$ cat src/rtl/iob_cache_read_channel_axi_if.sv
// AXI4 read-address (AR) and read-data (R) channel bundle used by the cache
// line-fill engine.
//   master modport : the line-fill engine (drives AR, drives rready)
//   slave  modport : the interconnect / memory side
// AR signals: arvalid, arready, araddr, arlen, arsize, arburst, arid,
//             arlock, arcache, arprot, arqos
// R  signals: rvalid, rready, rdata, rresp, rlast, rid
interface iob_cache_read_channel_axi_if #(
  parameter int ADDR_W = 32,
  parameter int DATA_W = 32,
  parameter int ID_W   = 1,
  parameter int LEN_W  = 8
);
  logic              arvalid;
  logic              arready;
  logic [ADDR_W-1:0] araddr;
  logic [LEN_W-1:0]  arlen;
  logic [2:0]        arsize;
  logic [1:0]        arburst;
  logic [ID_W-1:0]   arid;
  logic [1:0]        arlock;
  logic [3:0]        arcache;
  logic [2:0]        arprot;
  logic [3:0]        arqos;
  logic              rvalid;
  logic              rready;
  logic [DATA_W-1:0] rdata;
  logic [1:0]        rresp;
  logic              rlast;
  logic [ID_W-1:0]   rid;

  modport master (
    output arvalid, araddr, arlen, arsize, arburst, arid, arlock, arcache, arprot, arqos, rready,
    input  arready, rvalid, rdata, rresp, rlast, rid
  );

  modport slave (
    input  arvalid, araddr, arlen, arsize, arburst, arid, arlock, arcache, arprot, arqos, rready,
    output arready, rvalid, rdata, rresp, rlast, rid
  );
endinterface

$ cat src/rtl/iob_cache_read_channel_axi.sv
// Line-fill read engine for the cache AXI back-end. On a replacement request
// it issues one INCR burst covering a full cache line and streams every
// accepted beat, tagged with its beat index, into the cache data memory.
// Ports:
//   clk_i, cke_i, arst_n_i      clock, clock enable (0 freezes state), async active-low reset
//   replace_valid_i/addr_i      line-fill request and line address (sampled in IDLE)
//   replace_o                   busy while a fill is in progress
//   read_valid_o/addr_o/rdata_o beat write into the data memory
//   error_o                     one-cycle pulse at fill end when the burst was faulty
//   axi                         AXI AR/R channels (master side)
module iob_cache_read_channel_axi #(
  parameter int BE_ADDR_W     = 32,
  parameter int BE_DATA_W     = 32,
  parameter int DATA_W        = 32,
  parameter int WORD_OFFSET_W = 2,
  parameter int AXI_ID_W      = 1,
  parameter int AXI_ID        = 0,
  parameter int AXI_LEN_W     = 8,
  localparam int OFF_W  = $clog2(BE_DATA_W / 8),
  localparam int BEAT_W = WORD_OFFSET_W - $clog2(BE_DATA_W / DATA_W),
  localparam int BEATS  = 1 << BEAT_W,
  localparam int LINE_W = BE_ADDR_W - OFF_W - BEAT_W,
  localparam int CNT_W  = (BEAT_W > 0) ? BEAT_W : 1
) (
  input  logic                 clk_i,
  input  logic                 cke_i,
  input  logic                 arst_n_i,
  input  logic                 replace_valid_i,
  input  logic [LINE_W-1:0]    replace_addr_i,
  output logic                 replace_o,
  output logic                 read_valid_o,
  output logic [CNT_W-1:0]     read_addr_o,
  output logic [BE_DATA_W-1:0] read_rdata_o,
  output logic                 error_o,
  iob_cache_read_channel_axi_if.master axi
);

  typedef enum logic [1:0] {IDLE, ADDR, DATA, END} state_t;

  state_t            state_q, state_d;
  logic [CNT_W-1:0]  cnt_q, cnt_d;
  logic [LINE_W-1:0] line_addr_q, line_addr_d;
  logic              err_q, err_d;
  logic              replace_q;
  logic              beat;
  logic              last_beat;

  // Fixed AR attributes: full-line INCR burst, modifiable/bufferable cache hint.
  assign axi.araddr  = {line_addr_q, {(BE_ADDR_W - LINE_W){1'b0}}};
  assign axi.arlen   = AXI_LEN_W'(BEATS - 1);
  assign axi.arsize  = 3'(OFF_W);
  assign axi.arburst = 2'b01;
  assign axi.arid    = AXI_ID_W'(AXI_ID);
  assign axi.arlock  = 2'b00;
  assign axi.arcache = 4'b0011;
  assign axi.arprot  = 3'b000;
  assign axi.arqos   = 4'b0000;

  // rready is withheld while the clock enable is low so that no beat can be
  // consumed by the interconnect while the counter is frozen.
  assign axi.arvalid  = (state_q == ADDR);
  assign axi.rready   = (state_q == DATA) & cke_i;
  assign beat         = axi.rvalid & axi.rready;
  assign last_beat    = (cnt_q == CNT_W'(BEATS - 1));

  assign replace_o    = replace_q;
  assign read_valid_o = beat;
  assign read_addr_o  = cnt_q;
  assign read_rdata_o = axi.rdata;
  assign error_o      = (state_q == END) & err_q;

  // Next-state logic. The fill ends on whichever comes first: rlast or the
  // final beat index, so a short burst never stalls the engine and a missing
  // rlast never overruns the line. Either disagreement is flagged as an error.
  always_comb begin
    state_d     = state_q;
    cnt_d       = cnt_q;
    line_addr_d = line_addr_q;
    err_d       = err_q;
    case (state_q)
      IDLE: begin
        if (replace_valid_i) begin
          line_addr_d = replace_addr_i;
          cnt_d       = '0;
          err_d       = 1'b0;
          state_d     = ADDR;
        end
      end
      ADDR: begin
        if (axi.arready) state_d = DATA;
      end
      DATA: begin
        if (beat) begin
          cnt_d = last_beat ? '0 : cnt_q + CNT_W'(1);
          err_d = err_q | (axi.rresp != 2'b00) | (axi.rid != AXI_ID_W'(AXI_ID))
                  | (axi.rlast ^ last_beat);
          if (axi.rlast | last_beat) state_d = END;
        end
      end
      END: begin
        state_d = IDLE;
      end
      default: state_d = IDLE;
    endcase
  end

  // State registers; busy flag is registered from the next state so it rises
  // the cycle after the request and falls the cycle after END.
  always_ff @(posedge clk_i or negedge arst_n_i) begin
    if (!arst_n_i) begin
      state_q     <= IDLE;
      cnt_q       <= '0;
      line_addr_q <= '0;
      err_q       <= 1'b0;
      replace_q   <= 1'b0;
    end else if (cke_i) begin
      state_q     <= state_d;
      cnt_q       <= cnt_d;
      line_addr_q <= line_addr_d;
      err_q       <= err_d;
      replace_q   <= (state_d != IDLE);
    end
  end

endmodule

$ cat src/flat_wrapper.sv
// flat-port wrapper written by rule: the top's interface ports become plain ports
module iob_cache_read_channel_axi_flat 
#(
  parameter int BE_ADDR_W     = 32,
  parameter int BE_DATA_W     = 32,
  parameter int DATA_W        = 32,
  parameter int WORD_OFFSET_W = 2,
  parameter int AXI_ID_W      = 1,
  parameter int AXI_ID        = 0,
  parameter int AXI_LEN_W     = 8,
  localparam int OFF_W  = $clog2(BE_DATA_W / 8),
  localparam int BEAT_W = WORD_OFFSET_W - $clog2(BE_DATA_W / DATA_W),
  localparam int BEATS  = 1 << BEAT_W,
  localparam int LINE_W = BE_ADDR_W - OFF_W - BEAT_W,
  localparam int CNT_W  = (BEAT_W > 0) ? BEAT_W : 1
)
  (clk_i, cke_i, arst_n_i, replace_valid_i, replace_addr_i, replace_o, read_valid_o, read_addr_o, read_rdata_o, error_o, axi_arvalid, axi_araddr, axi_arlen, axi_arsize, axi_arburst, axi_arid, axi_arlock, axi_arcache, axi_arprot, axi_arqos, axi_rready, axi_arready, axi_rvalid, axi_rdata, axi_rresp, axi_rlast, axi_rid);
  iob_cache_read_channel_axi_if #(.ADDR_W(32), .DATA_W(DATA_W), .ID_W(1), .LEN_W(8)) axi_i ();
  input  logic clk_i;
  input  logic cke_i;
  input  logic arst_n_i;
  input  logic replace_valid_i;
  input  logic [LINE_W-1:0] replace_addr_i;
  output logic replace_o;
  output logic read_valid_o;
  output logic [CNT_W-1:0] read_addr_o;
  output logic [BE_DATA_W-1:0] read_rdata_o;
  output logic error_o;
  output wire logic [$bits(axi_i.arvalid)-1:0] axi_arvalid;
  output wire logic [$bits(axi_i.araddr)-1:0] axi_araddr;
  output wire logic [$bits(axi_i.arlen)-1:0] axi_arlen;
  output wire logic [$bits(axi_i.arsize)-1:0] axi_arsize;
  output wire logic [$bits(axi_i.arburst)-1:0] axi_arburst;
  output wire logic [$bits(axi_i.arid)-1:0] axi_arid;
  output wire logic [$bits(axi_i.arlock)-1:0] axi_arlock;
  output wire logic [$bits(axi_i.arcache)-1:0] axi_arcache;
  output wire logic [$bits(axi_i.arprot)-1:0] axi_arprot;
  output wire logic [$bits(axi_i.arqos)-1:0] axi_arqos;
  output wire logic [$bits(axi_i.rready)-1:0] axi_rready;
  input wire logic [$bits(axi_i.arready)-1:0] axi_arready;
  input wire logic [$bits(axi_i.rvalid)-1:0] axi_rvalid;
  input wire logic [$bits(axi_i.rdata)-1:0] axi_rdata;
  input wire logic [$bits(axi_i.rresp)-1:0] axi_rresp;
  input wire logic [$bits(axi_i.rlast)-1:0] axi_rlast;
  input wire logic [$bits(axi_i.rid)-1:0] axi_rid;
  assign axi_arvalid = axi_i.arvalid;
  assign axi_araddr = axi_i.araddr;
  assign axi_arlen = axi_i.arlen;
  assign axi_arsize = axi_i.arsize;
  assign axi_arburst = axi_i.arburst;
  assign axi_arid = axi_i.arid;
  assign axi_arlock = axi_i.arlock;
  assign axi_arcache = axi_i.arcache;
  assign axi_arprot = axi_i.arprot;
  assign axi_arqos = axi_i.arqos;
  assign axi_rready = axi_i.rready;
  assign axi_i.arready = axi_arready;
  assign axi_i.rvalid = axi_rvalid;
  assign axi_i.rdata = axi_rdata;
  assign axi_i.rresp = axi_rresp;
  assign axi_i.rlast = axi_rlast;
  assign axi_i.rid = axi_rid;
  iob_cache_read_channel_axi #(.BE_ADDR_W(BE_ADDR_W), .BE_DATA_W(BE_DATA_W), .DATA_W(DATA_W), .WORD_OFFSET_W(WORD_OFFSET_W), .AXI_ID_W(AXI_ID_W), .AXI_ID(AXI_ID), .AXI_LEN_W(AXI_LEN_W)) u_core (.clk_i(clk_i), .cke_i(cke_i), .arst_n_i(arst_n_i), .replace_valid_i(replace_valid_i), .replace_addr_i(replace_addr_i), .replace_o(replace_o), .read_valid_o(read_valid_o), .read_addr_o(read_addr_o), .read_rdata_o(read_rdata_o), .error_o(error_o), .axi(axi_i));
endmodule
$ cat config.mk
export PLATFORM = sky130hd
export DESIGN_NAME = iob_cache_read_channel_axi_flat
export DESIGN_NICKNAME = d
export VERILOG_FILES = /design/src/rtl/iob_cache_read_channel_axi_if.sv /design/src/rtl/iob_cache_read_channel_axi.sv /design/src/flat_wrapper.sv
export SDC_FILE = /design/constraint.sdc
export NUM_CORES = 1
export LEC_CHECK = 0
export BUFFER_PORTS_ARGS = -buffer_cell sky130_fd_sc_hd__buf_4
export CAP_MARGIN = 10
export CORE_MARGIN = 2
export CORE_UTILIZATION = 39
export CTS_CLUSTER_DIAMETER = 60
export DETAILED_ROUTE_END_ITERATION = 12
export GPL_TIMING_DRIVEN = 0
export PLACE_DENSITY = 0.83
export SLEW_MARGIN = 25
export SYNTH_ARGS = -nofsm -noshare
export SYNTH_HDL_FRONTEND = slang
export SYNTH_SLANG_ARGS = --single-unit
$ cat constraint.sdc
create_clock -name clk_i -period 1.73 [get_ports clk_i]
set_input_delay 0.0865 -clock clk_i [delete_from_list [all_inputs] [get_ports clk_i]]
set_output_delay 0.0865 -clock clk_i [all_outputs]
set_load 0.01 [all_outputs]
After elaboration in Yosys (flattened, before gate mapping)
Cells that the tools add are included.

cells by class
  add/sub/neg operators = 1
  mux-type cells = 12
  eq/ne operators = 6
  reductions and logical operators = 6
  bitwise operators = 8

operators with widths
  cell                   count
  $mux W2                7
  $pmux W2 S4            1
  $eq A2 B2 Y1 const B   3
  $reduce_bool A2 Y1     3
  $ne A2 B2 Y1 const B   2
  $or A1 B1 Y1           4
  $pmux W2 S2            1
  $reduce_and A4 Y1      1
  $and A1 B1 Y1          3
  $reduce_and A3 Y1      1
  $add A2 B1 Y2 const B  1
  $eq A2 B1 Y1 const B   1
  $logic_not A2 Y1       1
  $mux W1                2
  $pmux W1 S2            1
  $xor A1 B1 Y1          1

storage, ports and cells
  word-level logic and storage cells = 38
  bits in registers = 34
  output and inout bits = 98
  input port bits = 70

Depth between registers and ports, before layout
Gate-level depths: netlist of the first run.

  depth in word-level cells = 6
  depth in mapped cells = 6

Worst setup path before layout of the first run
Ideal clock, no wire load.

  kind = reg2reg
  start = register u_core.cnt_q[0], in the netlist u_core.read_addr_o[0]
  end = register u_core.err_q
  arrival = 1.525 ns
  setup time = 0.121 ns
  path slack = 0.084 ns
  cell stages (with the launch flop) = 7
  cell sequence = dfrtp_1 ha_1 inv_1 ha_1 or4_1 a41oi_1 nor2_1

on the way
  cells in the longest elaborated chain, start to end = 5

ends and longest elaborated chain
  element                 RTL line                           RTL
  from (decl)             iob_cache_read_channel_axi.sv:41   logic [CNT_W-1:0] cnt_q, cnt_d;
  from (signal assigned)  iob_cache_read_channel_axi.sv:118  cnt_q <= cnt_d;
  $eq A2 B2 Y1            iob_cache_read_channel_axi.sv:64   assign last_beat = (cnt_q == CNT_W'(BEATS - 1));
  $xor A1 B1 Y1           iob_cache_read_channel_axi.sv:96   | (axi.rlast ^ last_beat);
  $or A1 B1 Y1            iob_cache_read_channel_axi.sv:96
  $mux W1                 iob_cache_read_channel_axi.sv:93   if (beat) begin
  $pmux W1 S2             iob_cache_read_channel_axi.sv:80   case (state_q)
  to (signal assigned)    iob_cache_read_channel_axi.sv:120  err_q <= err_d;
  to (decl)               iob_cache_read_channel_axi.sv:43   logic err_q, err_d;

No other way between the ends. The select of a mux whose other input is x is not followed.
A chain may end at the register's enable or synchronous reset.

Final worst setup path of the first run
  start = register u_core.cnt_q[1], in the netlist u_core.read_addr_o[1]
  end = register u_core.err_q

The elaborated chain is that of the path after synthesis.

==> flow_summary.ini, run 1 <==
[floorplan]
rows = 26
io_pins = 168
core_area_um2 = 5010
dieHeight_um = 75.5
start_util_pct = 39.8
die_x_um = 75.5
dieArea_um2 = 5700

[power_and_ir_drop]
seqPwrFrac_pct = 35.3
vdd_drop_max_mv = 0.774
swShare_pct = 31.6
p_per_area_nw_per_um2 = 1280
power.switching_mw = 1.25
pwr-share-comb_pct = 49.2
power_leakage_nw = 1.66
clkPwrFrac_pct = 15.5
p_int_mw = 2.70

[final_layout]
diodes = 0
layout_common_cells = buf_4 (169), dfrtp_1 (34), conb_1 (31)
regArea_um2 = 851
fillCellCount = 449
drive_above_1_share_pct = 69.5
area_delta_synth_final_pct = 54.8
final_common_cell = buf_4
multiInputGateArea_um2 = 713
final_nets = 382

[clocking]
clkSinkCount = 34
cts-root-buf = clkbuf_8
cts_made_buffers = 5
cts_tree = done
htree_levels = 2
clk_path_buf_depth = 2
worstSkewPairLatency_ns = 0.28
clk_pin_slew_ns = 0.07

[sta]
setup_tns_ns = 0
fin_crit_sh_pct = 95.5
timing.final.ws_setup_ns = 0.0776
period_needed_ns = 1.65
rsz0062_at_grt = false
hold_viol = 0
fmax_mhz = 605
clock_skew_ns = 0.00244
setup_violations = 0
drv_slew = 0

[detailed_routing]
vias = 1546
wl_um = 4280
ant_nets = 0
avgViaCountPerCell = 4.06
avgRoutedWirePerCell_um = 11.2
drc = 0
dr.pass1.iters = 4
drtIter0Drc = 40

[global_routing]
grt_pass1_vias = 1404
grt_max_degree = 35
grtUsageTotal_pct = 14.1
gr-total-overflow = 0
grt_pass1_wl_um = 6130
antenna_found_initial = 0

[critical_path]
crit_path_end_kind = flip-flop
startpoint_type = flip-flop
worstPathRequired_ns = 1.90
cp_max_fo = 3
crit_type = reg2reg
arrival_ns = 1.82

[synth]
synth-seq-area-share_pct = 42.7
ys_seq_elements = 34
syn_area_um2 = 1990
synth_edf_count = 0
synthDistinctLibCells = 27
synth_area_per_cell_um2 = 11.8
synthFlopType = dfrtp_1
async_reset_ff_share_pct = 100
netlist_instances = 169
yosysWarnings = 0

[placement]
hpwl_um = 3450
io_buffers = 103
gp_congestion = 0.829
dp_slack_ns = 0.0129

[min_path]
min_path_type = in2reg

[run_status]
status = finished clean

[flow_run]
cap_violations = 0
[sequential cells by signal, summed over array words and instances, names as in the netlist]
register,count
u_core.line_addr_q,28
u_core.read_addr_o,2
u_core.state_q,2
u_core.err_q,1
u_core.replace_o,1
[stage by stage]
stage | utilization (%) | power [mW] | area (um^2) | hold slack [ns] | cells
6_report | 61.6 | 3.95 | 3090 | 0.0342 | 381
5_1_grt | 61.6 | 4.24 | 3090 | 0.0168 | 381
4_1_cts | 61.4 | 3.99 | 3080 | 0.0183 | 381
3_5_place_dp | 59.2 | 3.35 | 2960 | 0.0722 | 371
3_3_place_gp | 59.2 | 3.29 | 2960 | 0.0668 | 371
2_1_floorplan | - | 2.47 | 2100 | -0.209 | 198
[repair_timing]
item,CTS,global route
endpoints found under the hold margin,34,0
setup endpoints to repair,1,1
gates resized for setup,0,2
hold buffers,1,0
buffers inserted,1,0
[synth_stat cells (2+ instances only)]
cell | instances | area share, %
ha_1 | 2 | 1.3
buf_6 | 2 | 1.1
inv_1 | 4 | 0.75
mux2_2 | 21 | 12
nor3b_1 | 2 | 0.75
nand2_1 | 3 | 0.56
nand2b_4 | 2 | 1.4
nor2b_1 | 2 | 0.63
mux2_4 | 9 | 6.8
a21oi_1 | 3 | 0.75
dfrtp_1 | 34 | 43
and3_1 | 2 | 0.63
conb_1 | 2 | 0.38
nor2_1 | 4 | 0.75
buf_4 | 65 | 24
[path summary, 6_finish.rpt]
path | endpoint | startpoint | cells after the start | slack [ns]
worst max-delay path | u_core.err_q$_DFFE_PN0P_ | u_core.read_addr_o[1]$_DFFE_PN0P_ | 6 | 0.08
worst min-delay path | u_core.line_addr_q[22]$_DFFE_PN0P_ | replace_addr_i[22] | 2 | 0.03
worst max register to register | u_core.err_q$_DFFE_PN0P_ | u_core.read_addr_o[1]$_DFFE_PN0P_ | 6 | 0.08
worst min register to register | u_core.line_addr_q[1]$_DFFE_PN0P_ | u_core.line_addr_q[1]$_DFFE_PN0P_ | 1 | 0.51
max in group asynchronous | u_core.line_addr_q[9]$_DFFE_PN0P_ | arst_n_i | 2 | 1.12
min in group asynchronous | u_core.line_addr_q[22]$_DFFE_PN0P_ | arst_n_i | 2 | 0.29
[per-layer routing]
| metal | share of wire (%) | wire (um) | track usage (%) |
|---|---|---|---|
| met5 | 0 | 0 | 0 |
| met4 | 0.98 | 42 | 4.68 |
| met3 | 12 | 534 | 6.48 |
| met2 | 50 | 2130 | 22.7 |
| met1 | 37 | 1580 | 16.7 |
[area by class of cell]
class / count / area share, %
Clock buffer: 6 / 2.67
Inverter: 4 / 0.486
Buffer: 69 / 17.3
Tap cell: 70 / 2.84
Multi-Input combinational cell: 91 / 23.1
Timing Repair Buffer: 105 / 25.6
Clock inverter: 2 / 0.405
Sequential cell: 34 / 27.6
[critical path, stage by stage (launching register included)]
cell and delay (ns):
dfrtp_1 0.40, ha_1 0.20, inv_1 0.06, ha_1 0.22, or4_4 0.42, a41oi_2 0.20
nor2_1 0.05
[power groups by stage]
stage,Clock [mW],Sequential [mW],Combinational (mW)
detailed placement,0,1.41,1.94
global placement,0,1.39,1.90
finish,0.611,1.39,1.94
CTS,0.642,1.40,1.96
global route,0.668,1.45,2.12
floorplan,0,1.57,0.906
[kinds of logic (layout without fill, tap and decap cells)]
group                      count (synthesis)  count (layout)  share of synthesized area [%]
DFF                                       34              34                           42.7
AOI/OAI and AO/OA                          7               7                           2.38
muxes                                     31              31                           19.1
other                                      2              31                          0.377
buffers and inverters                     73             186                           27.6
adders and majority gates                  2               2                           1.25
and+or+nand+nor                           20              20                           6.59
(Power assumes the default switching activity.)
==> inputs of run 2 (changes only) <==
--- a/config.mk
+++ b/config.mk
@@ -8,11 +8,11 @@
 export BUFFER_PORTS_ARGS = -buffer_cell sky130_fd_sc_hd__buf_4
 export CAP_MARGIN = 10
 export CORE_MARGIN = 2
-export CORE_UTILIZATION = 39
+export CORE_UTILIZATION = 42
 export CTS_CLUSTER_DIAMETER = 60
 export DETAILED_ROUTE_END_ITERATION = 12
 export GPL_TIMING_DRIVEN = 0
-export PLACE_DENSITY = 0.83
+export PLACE_DENSITY = 0.89
 export SLEW_MARGIN = 25
 export SYNTH_ARGS = -nofsm -noshare
 export SYNTH_HDL_FRONTEND = slang
==> constraint.sdc (replaced) <==
create_clock -name clk_i -period 2.14 [get_ports clk_i]
set_input_delay 0.107 -clock clk_i [delete_from_list [all_inputs] [get_ports clk_i]]
set_output_delay 0.107 -clock clk_i [all_outputs]
set_load 0.01 [all_outputs]
==> run 2 against run 1 <==
Against the previous run:
- sequential power is 19% lower
- highest routed layer unchanged
- cell count is 5.0% lower
- register-to-register slack gained 0.37 ns
- critical path depth is the same
- largest power group unchanged
- final area decreased by 1.7%
- via count fell by 0.91%
- fmax down 2.5%
- power shrank 21%
- flip-flop and latch count is the same
- clock power shrank 27%
- global-route usage grew 0.73 points
- largest cell class unchanged
==> flow_summary.ini, run 2 (same netlist as run 1, synthesis figures left out) <==
[run_status]
status = finished clean

[floorplan]
io_pins = 168
die_x_um = 72.9
start_util_pct = 42.8
dieHeight_um = 72.9
core_area_um2 = 4660
rows = 25
dieArea_um2 = 5320

[detailed_routing]
drtIter0Drc = 55
dr.pass1.iters = 2
avgViaCountPerCell = 4.23
vias = 1532
avgRoutedWirePerCell_um = 11.3
drc = 0
wl_um = 4080
ant_nets = 0

[power_and_ir_drop]
vdd_drop_max_mv = 0.574
total_power_mw = 3.13
p_per_area_nw_per_um2 = 1030
power_leakage_nw = 1.65

[critical_path]
cp_max_fo = 4
r2r_slack_ns = 0.45
cp_cell_sequence = ha_1 > inv_1 > ha_1 > or4_1 > a41oi_1 > nor2_1
crit_path_max_incr_delay_ns = 0.42
startpoint_type = flip-flop
critical_path.most_common_cell = ha_1
arrival_ns = 1.85
crit_type = reg2reg
crit_family = simple AND/OR/NAND/NOR gates
cpMaxStageDelayCell = or4_1
reg2reg_depth = 6
critPathBufInv = 1
worstPathRequired_ns = 2.30
crit_path_end_kind = flip-flop
worstReg2RegStart = u_core.read_addr_o[0]$_DFFE_PN0P_
r2r_end = u_core.err_q$_DFFE_PN0P_

[min_path]
worstHoldPathCells = 2
min_path_type = in2reg
min_delay_worst_endpoint = u_core.line_addr_q[22]$_DFFE_PN0P_
worstHoldStart = replace_addr_i[22]

[global_routing]
grt_max_degree = 35
grt_pass1_wl_um = 6120
grtUsageTotal_pct = 14.8
antenna_found_initial = 0
gr-total-overflow = 0
grt_pass1_vias = 1398

[final_layout]
final_nets = 381
multiInputGateArea_um2 = 702
final_common_cell = buf_4
diodes = 0
finalCoreUtilization_pct = 65.2
regArea_um2 = 851
finalInstanceArea_um2 = 3040
drive_above_1_share_pct = 68.5
regMostFlops = u_core.line_addr_q
area_delta_synth_final_pct = 52.3
layout.cells.non_filler = 362
largest_register_ffs = 28
layout_common_cells = buf_4 (168), dfrtp_1 (34), conb_1 (31)
fillCellCount = 376

[sta]
drv_slew = 0
rsz0062_at_grt = false
clock_skew_ns = 0.00193
setup_violations = 0
hold_viol = 0
fin_crit_sh_pct = 79.2
fmax_mhz = 590
hold_slack_ns = 0.0653
setup_tns_ns = 0
timing.final.ws_setup_ns = 0.446
period_needed_ns = 1.69

[clocking]
post_cts_buffers = 0
clk_path_buf_depth = 2
cts-root-buf = clkbuf_8
cts_made_buffers = 5
worstSkewPairLatency_ns = 0.27
clkSinkCount = 34
cts_tree = done
clk_pin_slew_ns = 0.06
cts_resized = 0
htree_levels = 2
cts_hold_buf = 1

[placement]
dp_slack_ns = 0.438
gp_congestion = 0.811
hpwl_um = 3310
place_inst = 355
place_area_um2 = 2940
io_buffers = 103

[flow_run]
cap_violations = 0
run 2: power by group:
| group | internal (mW) | switching, mW | leakage, nW |
|---|---|---|---|
| sequential | 0.963 | 0.166 | 0.409 |
| clock | 0.248 | 0.201 | 0.0431 |
| combinational | 0.952 | 0.597 | 1.20 |
run 2: how the worst max path moves through the flow:
stage | cells past startpoint | endpoint | from
4_1_cts | 6 | u_core.err_q$_DFFE_PN0P_ | u_core.read_addr_o[0]$_DFFE_PN0P_
6_report | 6 | u_core.err_q$_DFFE_PN0P_ | u_core.read_addr_o[0]$_DFFE_PN0P_
5_1_grt | 6 | u_core.err_q$_DFFE_PN0P_ | u_core.read_addr_o[0]$_DFFE_PN0P_
2_1_floorplan | 6 | u_core.err_q$_DFFE_PN0P_ | u_core.read_addr_o[0]$_DFFE_PN0P_
3_3_place_gp | 6 | u_core.err_q$_DFFE_PN0P_ | u_core.read_addr_o[0]$_DFFE_PN0P_
3_5_place_dp | 6 | u_core.err_q$_DFFE_PN0P_ | u_core.read_addr_o[0]$_DFFE_PN0P_
run 2: per-layer routing:
layer | vias up | global-route usage [%] | wire length [um]
met4 | 0 | 4.32 | 12
met5 | - | 0 | 0
met3 | 2 | 5.94 | 417
met2 | 85 | 26.1 | 2140
li1 | 735 | - | -
met1 | 710 | 16.4 | 1520
run 2: layout make-up:
cell class / count / share of cell area (%)
Buffer: 69 / 17.6
Multi-Input combinational cell: 91 / 23.1
Inverter: 4 / 0.494
Tap cell: 54 / 2.22
Timing Repair Buffer: 104 / 25.8
Clock buffer: 6 / 2.72
Sequential cell: 34 / 28.0
